## config.mk

```make
export PLATFORM = sky130hd
export DESIGN_NAME = level_coin_controller
export DESIGN_NICKNAME = d
export VERILOG_FILES = /design/src/rtl/level_coin_controller.sv
export SDC_FILE = /design/constraint.sdc
export NUM_CORES = 1
export LEC_CHECK = 0
export ABC_AREA = 1
export CAP_MARGIN = 20
export CORE_ASPECT_RATIO = 0.75
export CORE_MARGIN = 5
export CORE_UTILIZATION = 42
export DETAILED_ROUTE_END_ITERATION = 8
export MAX_ROUTING_LAYER = met4
export PLACE_DENSITY_LB_ADDON = 0.2
export SLEW_MARGIN = 10
export SYNTH_ARGS = -nofsm -noshare
export SYNTH_HDL_FRONTEND = slang
export SYNTH_SLANG_ARGS = --single-unit
```

## constraint.sdc

```tcl
create_clock -name vga_clock -period 2.23 [get_ports vga_clock]
set_input_delay 0.5575 -clock vga_clock [delete_from_list [all_inputs] [get_ports vga_clock]]
set_output_delay 0.5575 -clock vga_clock [all_outputs]
set_load 0.02 [all_outputs]
```

## src/rtl/level_coin_controller.sv

```systemverilog
`default_nettype none
// +----------------------------------------------------------------------------+
// | level_coin_controller                                                      |
// | Coin tiles, tile-map write serialiser and sticky WON/LOST level status.    |
// | Optional score counter enabled by defining LEVEL_SCORE_EN.                 |
// | Revision: 1.0                                                              |
// +----------------------------------------------------------------------------+
module level_coin_controller #(
  parameter int                     NUM_COINS       = 3,
  parameter int                     NUM_HAZARDS     = 2,
  parameter logic [NUM_COINS*5-1:0] COIN_X          = {5'd3, 5'd14, 5'd15},
  parameter logic [NUM_COINS*4-1:0] COIN_Y          = {4'd4, 4'd2, 4'd7},
  parameter int                     NUM_COLS        = 17,
  parameter int                     NUM_ROWS        = 12,
  parameter logic [7:0]             SKY             = 8'd1,
  parameter logic [7:0]             TKN             = 8'd4,
  parameter int                     CHARACTER_WIDTH = 42,
  parameter int                     BLOCK_WIDTH     = 40,
  parameter int                     COIN_POINTS     = 100
) (
  input  logic                           vga_clock,
  input  logic                           reset,
  input  logic signed [31:0]             mario_x,
  input  logic signed [31:0]             mario_y,
  input  logic [NUM_HAZARDS-1:0]         hazard_hit,
  input  logic                           timer_done,
  output logic                           tile_wr_valid,
  input  logic                           tile_wr_ready,
  output logic [4:0]                     tile_wr_x,
  output logic [3:0]                     tile_wr_y,
  output logic [7:0]                     tile_wr_value,
  output logic [$clog2(NUM_COINS+1)-1:0] coins_left,
  output logic [NUM_COINS-1:0]           coin_taken,
  output logic                           win,
  output logic                           lose
`ifdef LEVEL_SCORE_EN
  ,
  output logic [15:0]                    score
`endif
);

  localparam int c_idx_w = (NUM_COINS > 1) ? $clog2(NUM_COINS) : 1;
  localparam int c_cnt_w = $clog2(NUM_COINS + 1);
  localparam logic [c_idx_w-1:0] c_last_idx  = c_idx_w'(NUM_COINS - 1);
  localparam logic [c_cnt_w-1:0] c_num_coins = c_cnt_w'(NUM_COINS);

  if (NUM_COINS < 1 || NUM_COINS > 8 || NUM_HAZARDS < 1 || NUM_HAZARDS > 8 ||
      COIN_POINTS < 0 || COIN_POINTS > 65535) begin : g_param_check
    $error("level_coin_controller: parameter out of range");
  end

  typedef enum logic [1:0] {
    S_INIT    = 2'd0,
    S_PLAYING = 2'd1,
    S_WON     = 2'd2,
    S_LOST    = 2'd3
  } state_t;

  state_t               r_state;
  logic [c_idx_w-1:0]   r_init_idx;
  logic [c_idx_w-1:0]   r_wr_idx;
  logic [NUM_COINS-1:0] r_pending;
  logic [NUM_COINS-1:0] w_touch;
  logic [NUM_COINS-1:0] w_new;
  logic [NUM_COINS-1:0] w_clr;
  logic [NUM_COINS-1:0] w_pend_mask;
  logic [c_idx_w-1:0]   w_sel_idx;
  logic [c_idx_w-1:0]   w_init_next;
  logic                 w_sel_any;
  logic                 w_commit;

  function automatic logic [4:0] f_coin_x(input logic [c_idx_w-1:0] idx);
    f_coin_x = COIN_X[4:0];
    for (int i = 0; i < NUM_COINS; i++)
      if (idx == i[c_idx_w-1:0]) f_coin_x = COIN_X[5*i +: 5];
  endfunction

  function automatic logic [3:0] f_coin_y(input logic [c_idx_w-1:0] idx);
    f_coin_y = COIN_Y[3:0];
    for (int i = 0; i < NUM_COINS; i++)
      if (idx == i[c_idx_w-1:0]) f_coin_y = COIN_Y[4*i +: 4];
  endfunction

  // Map is drawn mirrored: array index 0 sits at the right/bottom edge of the screen.
  for (genvar gi = 0; gi < NUM_COINS; gi++) begin : g_coin
    localparam int c_tx = (NUM_COLS - 1 - int'(COIN_X[5*gi +: 5])) * BLOCK_WIDTH;
    localparam int c_ty = (NUM_ROWS - 1 - int'(COIN_Y[4*gi +: 4])) * BLOCK_WIDTH;
    assign w_touch[gi] = (mario_x < c_tx + BLOCK_WIDTH) && (mario_x + CHARACTER_WIDTH > c_tx) &&
                         (mario_y < c_ty + BLOCK_WIDTH) && (mario_y + CHARACTER_WIDTH > c_ty);
  end

  assign w_commit    = tile_wr_valid && tile_wr_ready;
  assign w_new       = (r_state == S_PLAYING) ? (w_touch & ~coin_taken & ~r_pending) : '0;
  assign w_pend_mask = r_pending & ~w_clr;
  assign w_init_next = r_init_idx + c_idx_w'(1);

  always_comb begin
    w_clr     = '0;
    w_sel_any = 1'b0;
    w_sel_idx = '0;
    for (int i = 0; i < NUM_COINS; i++)
      w_clr[i] = w_commit && (r_state != S_INIT) && (r_wr_idx == i[c_idx_w-1:0]);
    for (int i = NUM_COINS - 1; i >= 0; i--) begin
      if (w_pend_mask[i]) begin
        w_sel_any = 1'b1;
        w_sel_idx = i[c_idx_w-1:0];
      end
    end
  end

`ifdef LEVEL_SCORE_EN
  logic [16:0] w_score_sum;
  assign w_score_sum = {1'b0, score} + 17'(COIN_POINTS);
`endif

  always_ff @(posedge vga_clock or negedge reset) begin
    if (!reset) begin
      r_state       <= S_INIT;
      r_init_idx    <= '0;
      r_wr_idx      <= '0;
      r_pending     <= '0;
      coin_taken    <= '0;
      coins_left    <= c_num_coins;
      tile_wr_valid <= 1'b0;
      tile_wr_x     <= '0;
      tile_wr_y     <= '0;
      tile_wr_value <= '0;
      win           <= 1'b0;
      lose          <= 1'b0;
`ifdef LEVEL_SCORE_EN
      score         <= '0;
`endif
    end else if (r_state == S_INIT) begin
      if (!tile_wr_valid) begin
        tile_wr_valid <= 1'b1;
        tile_wr_x     <= f_coin_x(r_init_idx);
        tile_wr_y     <= f_coin_y(r_init_idx);
        tile_wr_value <= TKN;
      end else if (tile_wr_ready) begin
        if (r_init_idx == c_last_idx) begin
          tile_wr_valid <= 1'b0;
          r_state       <= S_PLAYING;
        end else begin
          r_init_idx <= w_init_next;
          tile_wr_x  <= f_coin_x(w_init_next);
          tile_wr_y  <= f_coin_y(w_init_next);
        end
      end
    end else begin
      r_pending <= (r_pending | w_new) & ~w_clr;
      if (w_commit) begin
        coin_taken <= coin_taken | w_clr;
        if ((w_clr & ~coin_taken) != '0) coins_left <= coins_left - c_cnt_w'(1);
`ifdef LEVEL_SCORE_EN
        score <= w_score_sum[16] ? 16'hFFFF : w_score_sum[15:0];
`endif
      end
      // Output slot reloads only when empty or being consumed, so x/y/value hold under backpressure.
      if (!tile_wr_valid || tile_wr_ready) begin
        tile_wr_valid <= w_sel_any;
        if (w_sel_any) begin
          r_wr_idx      <= w_sel_idx;
          tile_wr_x     <= f_coin_x(w_sel_idx);
          tile_wr_y     <= f_coin_y(w_sel_idx);
          tile_wr_value <= SKY;
        end
      end
      if (r_state == S_PLAYING) begin
        if ((|hazard_hit) || timer_done) begin
          r_state <= S_LOST;
          lose    <= 1'b1;
        end else if (coins_left == '0 && r_pending == '0) begin
          r_state <= S_WON;
          win     <= 1'b1;
        end
      end
    end
  end

endmodule
`default_nettype wire

```

==> results.md <==
* Status: completed
* Clk pin slew, worst setup/hold paths at 0.06 ns
* DP Worst Slack at -0.615 ns
* Final wirelength at 15.5 mm
* Critical path's top delay family: simple AND/OR/NAND/NOR gates
* H-tree lvl count at 1
* Layout overhead on the synthesized area at 62.7%
* Core area at 10200 um^2
* Syn Std Cell Area at 4330 um^2
* Routing usage on met1 at 0.355
* Total track usage at 0.237
* Worst skew pair latency at 0.26 ns
* Layout Nets at 1170
* Clock network fraction of total power at 0.238
* Port-buffer cells at 86
* Max cap viols at 0
* Wirelength per Cell at 12.6 um
* Worst R2R Setup Slack at 0.33 ns
* Sw Pwr at 0.604 mW
* DIE HEIGHT at 98.0 um
* Critical Path AT at 2.34 ns
* Fin worst setup slack at 0.0898 ns
* # rows at 32
* Detailed-route via count at 6061
* CTS sink cnt at 23
* Finish-stage setup viols at 0
* Slew Limit Fails at 0
* Initial DRC Count at 390
* Crit path cell chain: dlygate4sd2_1 -> buf_4 -> nor4_2 -> nand4_1 -> o21ai_1 -> nand4_1 -> nor2_1 -> nand2_1 -> nor2_1 -> nand3_1 -> nand2_1
* Switch share at 0.374
* Fmax at 467 MHz
* Final GP Congestion at 0.950
* I/O pins at 95
* Syn Inst Count at 857
* Final ANT Viol Nets at 0
* Busiest grt layer: met1
* Pint at 1.01 mW
* Hold EP: win
* Hold-fix buffers, CTS at 0
* WP data required at 2.43 ns
* Post-route clock period utilization at 0.960
* Power share of the combinational group at 0.503
* Power Dens Cells at 229 nW/um^2
* DR vias/cell at 4.94
* GR Overflow Total at 0
* Crit path launch type: primary input
* Hold Crit Class: flip-flop to flip-flop
* Flop pwr share at 0.259
* Syn. warnings at 0
* Non-filler cells, final at 1227
* Starting Density at 0.426
* CP Capture Type: flip-flop
* Die ar. at 12500 um^2
* Worst Setup SP: mario_y[15]
* CP Buf/Inv Count at 2
* CTS tree: yes
* Placed insts at 1204
* Yosys cell types at 37
* Period minus WS final at 2.14 ns
* Hold Violations, Final at 0
* Crit path kind: primary input to flip-flop
* WHS Path Cells at 1
* Worst VDD drop at 248 uV
* Slowest-stage cell, CP: nor4_2
* Initial antenna violation count at 0
* RSZ-0062 raised after global routing: yes
* Remaining routing DRC violations at 0
* DR pass1 iterations at 8
* Dpl hpwl at 12.3 mm
* Root buf cell: clkbuf_16
* Grt met3 use at 0.0312
* Met2 track demand over resource at 0.349
* HP Start: win
* Vias in the first global route at 5418
* FF-to-FF path depth at 11
* Clock Tree Buf Depth at 2
* Clock skew at 0.00725 ns
* Number of diodes at 0
* Seq/Total Area, Yosys at 0.133
* Share of cells above drive strength 1 at 0.326
* Critical path fanouts, max at 4
* Syn_area_per_cell at 5.06 um^2
* P_leak at 3.63 nW
* First-pass GRT wire length at 24.5 mm
* Terminus of the critical flop-to-flop path: tile_wr_x[1]
* Largest net degree at the start of global routing at 24
* CTS Buf Count at 3
* Final core area utilization at 0.693
* RR Startpoint: tile_wr_valid
* Crit-path max cell delay at 0.28 ns
* Die Wd at 127 um
* Yosys reg bits at 23
registers in the layout (all words and copies together), names as in the netlist:
register,count
tile_wr_x,3
r_state,2
coin_taken,3
coins_left,2
r_init_idx,2
r_wr_idx,2
tile_wr_y,1
win,1
r_pending,3
tile_wr_valid,1
tile_wr_value,2
lose,1
logic make-up (layout without fill, tap and decap cells):
kind of cell             count (synthesis)  in the layout  synth area share
XOR/XNOR                                12             12            0.0260
other                                    1              8          0.000865
AND/OR/NAND/NOR                        616            616             0.609
flip-flops                              23             23             0.133
buffers and inverters                  144            371             0.139
AO/OA/AOI/OAI                           53             53            0.0684
adder cells (fa/ha/maj)                  8              8            0.0231
per-layer routing:
layer	wire (um)	vias up
met2	6630	221
met5	0	-
met1	7500	2662
met4	96	0
met3	1230	14
li1	-	3164
area by class of cell:
type	instances	area [um^2]
Multi-Input combinational cell	697	3820
Timing Repair Buffer	237	1910
Tap cell	136	170
Fill cell	935	3120
Clock buffer	3	75.1
Clock inverter	1	5.00
Inverter	130	495
Sequential cell	23	578
cell usage after synthesis (all sizes together):
master  instances  share of area
nand2         305           0.27
nor2          164           0.15
inv           130           0.11
nand3          90           0.11
nand4          23          0.033
a21oi          21          0.024
dfrtp          21           0.12
nor3           21          0.025
o21ai          18          0.021
buf            14          0.025
xor2           12          0.026
ha              8          0.023
nand3b          8          0.014
a31oi           4         0.0058
o21bai          4         0.0069
dfstp           2          0.012
nor4            2         0.0029
o22ai           2         0.0029
a21o            1         0.0017
a31o            1         0.0020
a41oi           1         0.0020
and2            1         0.0014
conb            1        0.00087
nor3b           1         0.0029
o221ai          1         0.0020
or2             1         0.0014
power groups by stage:
| stage | Sequential (mW) | Combinational [mW] | Clock, mW |
|---|---|---|---|
| global route | 0.418 | 0.891 | 0.399 |
| global placement | 0.426 | 0.714 | 0 |
| detailed placement | 0.426 | 0.717 | 0 |
| CTS | 0.419 | 0.756 | 0.387 |
| floorplan | 0.427 | 0.320 | 0 |
| finish | 0.419 | 0.813 | 0.384 |
cells in the final DEF (no fill, tap or decap), types with 3 or more instances in the layout:
cell type	instances
nand3_4	5
nand2_2	51
clkbuf_16	3
nand3_1	78
clkdlybuf4s50_1	24
clkdlybuf4s15_1	11
o21bai_1	4
buf_6	3
conb_1	8
nand3b_1	8
inv_1	120
nand2_1	244
dlygate4sd2_1	17
o21ai_0	11
nor2_4	19
o21ai_1	5
dlymetal6s2s_1	12
nand4_1	23
clkbuf_2	20
nor3_2	6
nor2_1	96
nor3_1	14
nand2_4	10
a31oi_1	4
nand3_2	7
inv_2	8
buf_4	150
ha_1	5
dfrtp_1	21
xor2_1	8
a21oi_1	16
a21oi_2	5
nor2_2	49
metrics by stage:
stage | area, um^2 | total power, mW | TNS, ns | hold slack [ns]
floorplan | 4360 | 0.747 | 0 | 0.262
global placement | 6270 | 1.14 | -3.11 | 0.455
detailed placement | 6270 | 1.14 | -3.30 | 0.461
CTS | 6800 | 1.56 | -0.0234 | 0.481
global route | 7050 | 1.71 | -0.156 | 0.504
finish | 7050 | 1.62 | 0 | 0.474
how the worst max path moves through the flow:
stage | cells after the start | end | slack (ns)
final | 11 | r_pending[1] | 0.09
after global routing | 11 | r_pending[1] | -0.1
after CTS | 12 | tile_wr_x[1] | -0.01
after detailed placement | 19 | r_pending[1] | -0.61
after global placement | 16 | r_pending[1] | -0.55
after floorplan | 15 | r_pending[1] | 0.13
what timing repair did:
action	CTS	global route
pin swaps	54	73
resized for setup	182	133
buffers inserted	12	7
endpoints found under the setup margin	5	12
Power figures use the tool's default switching activity.
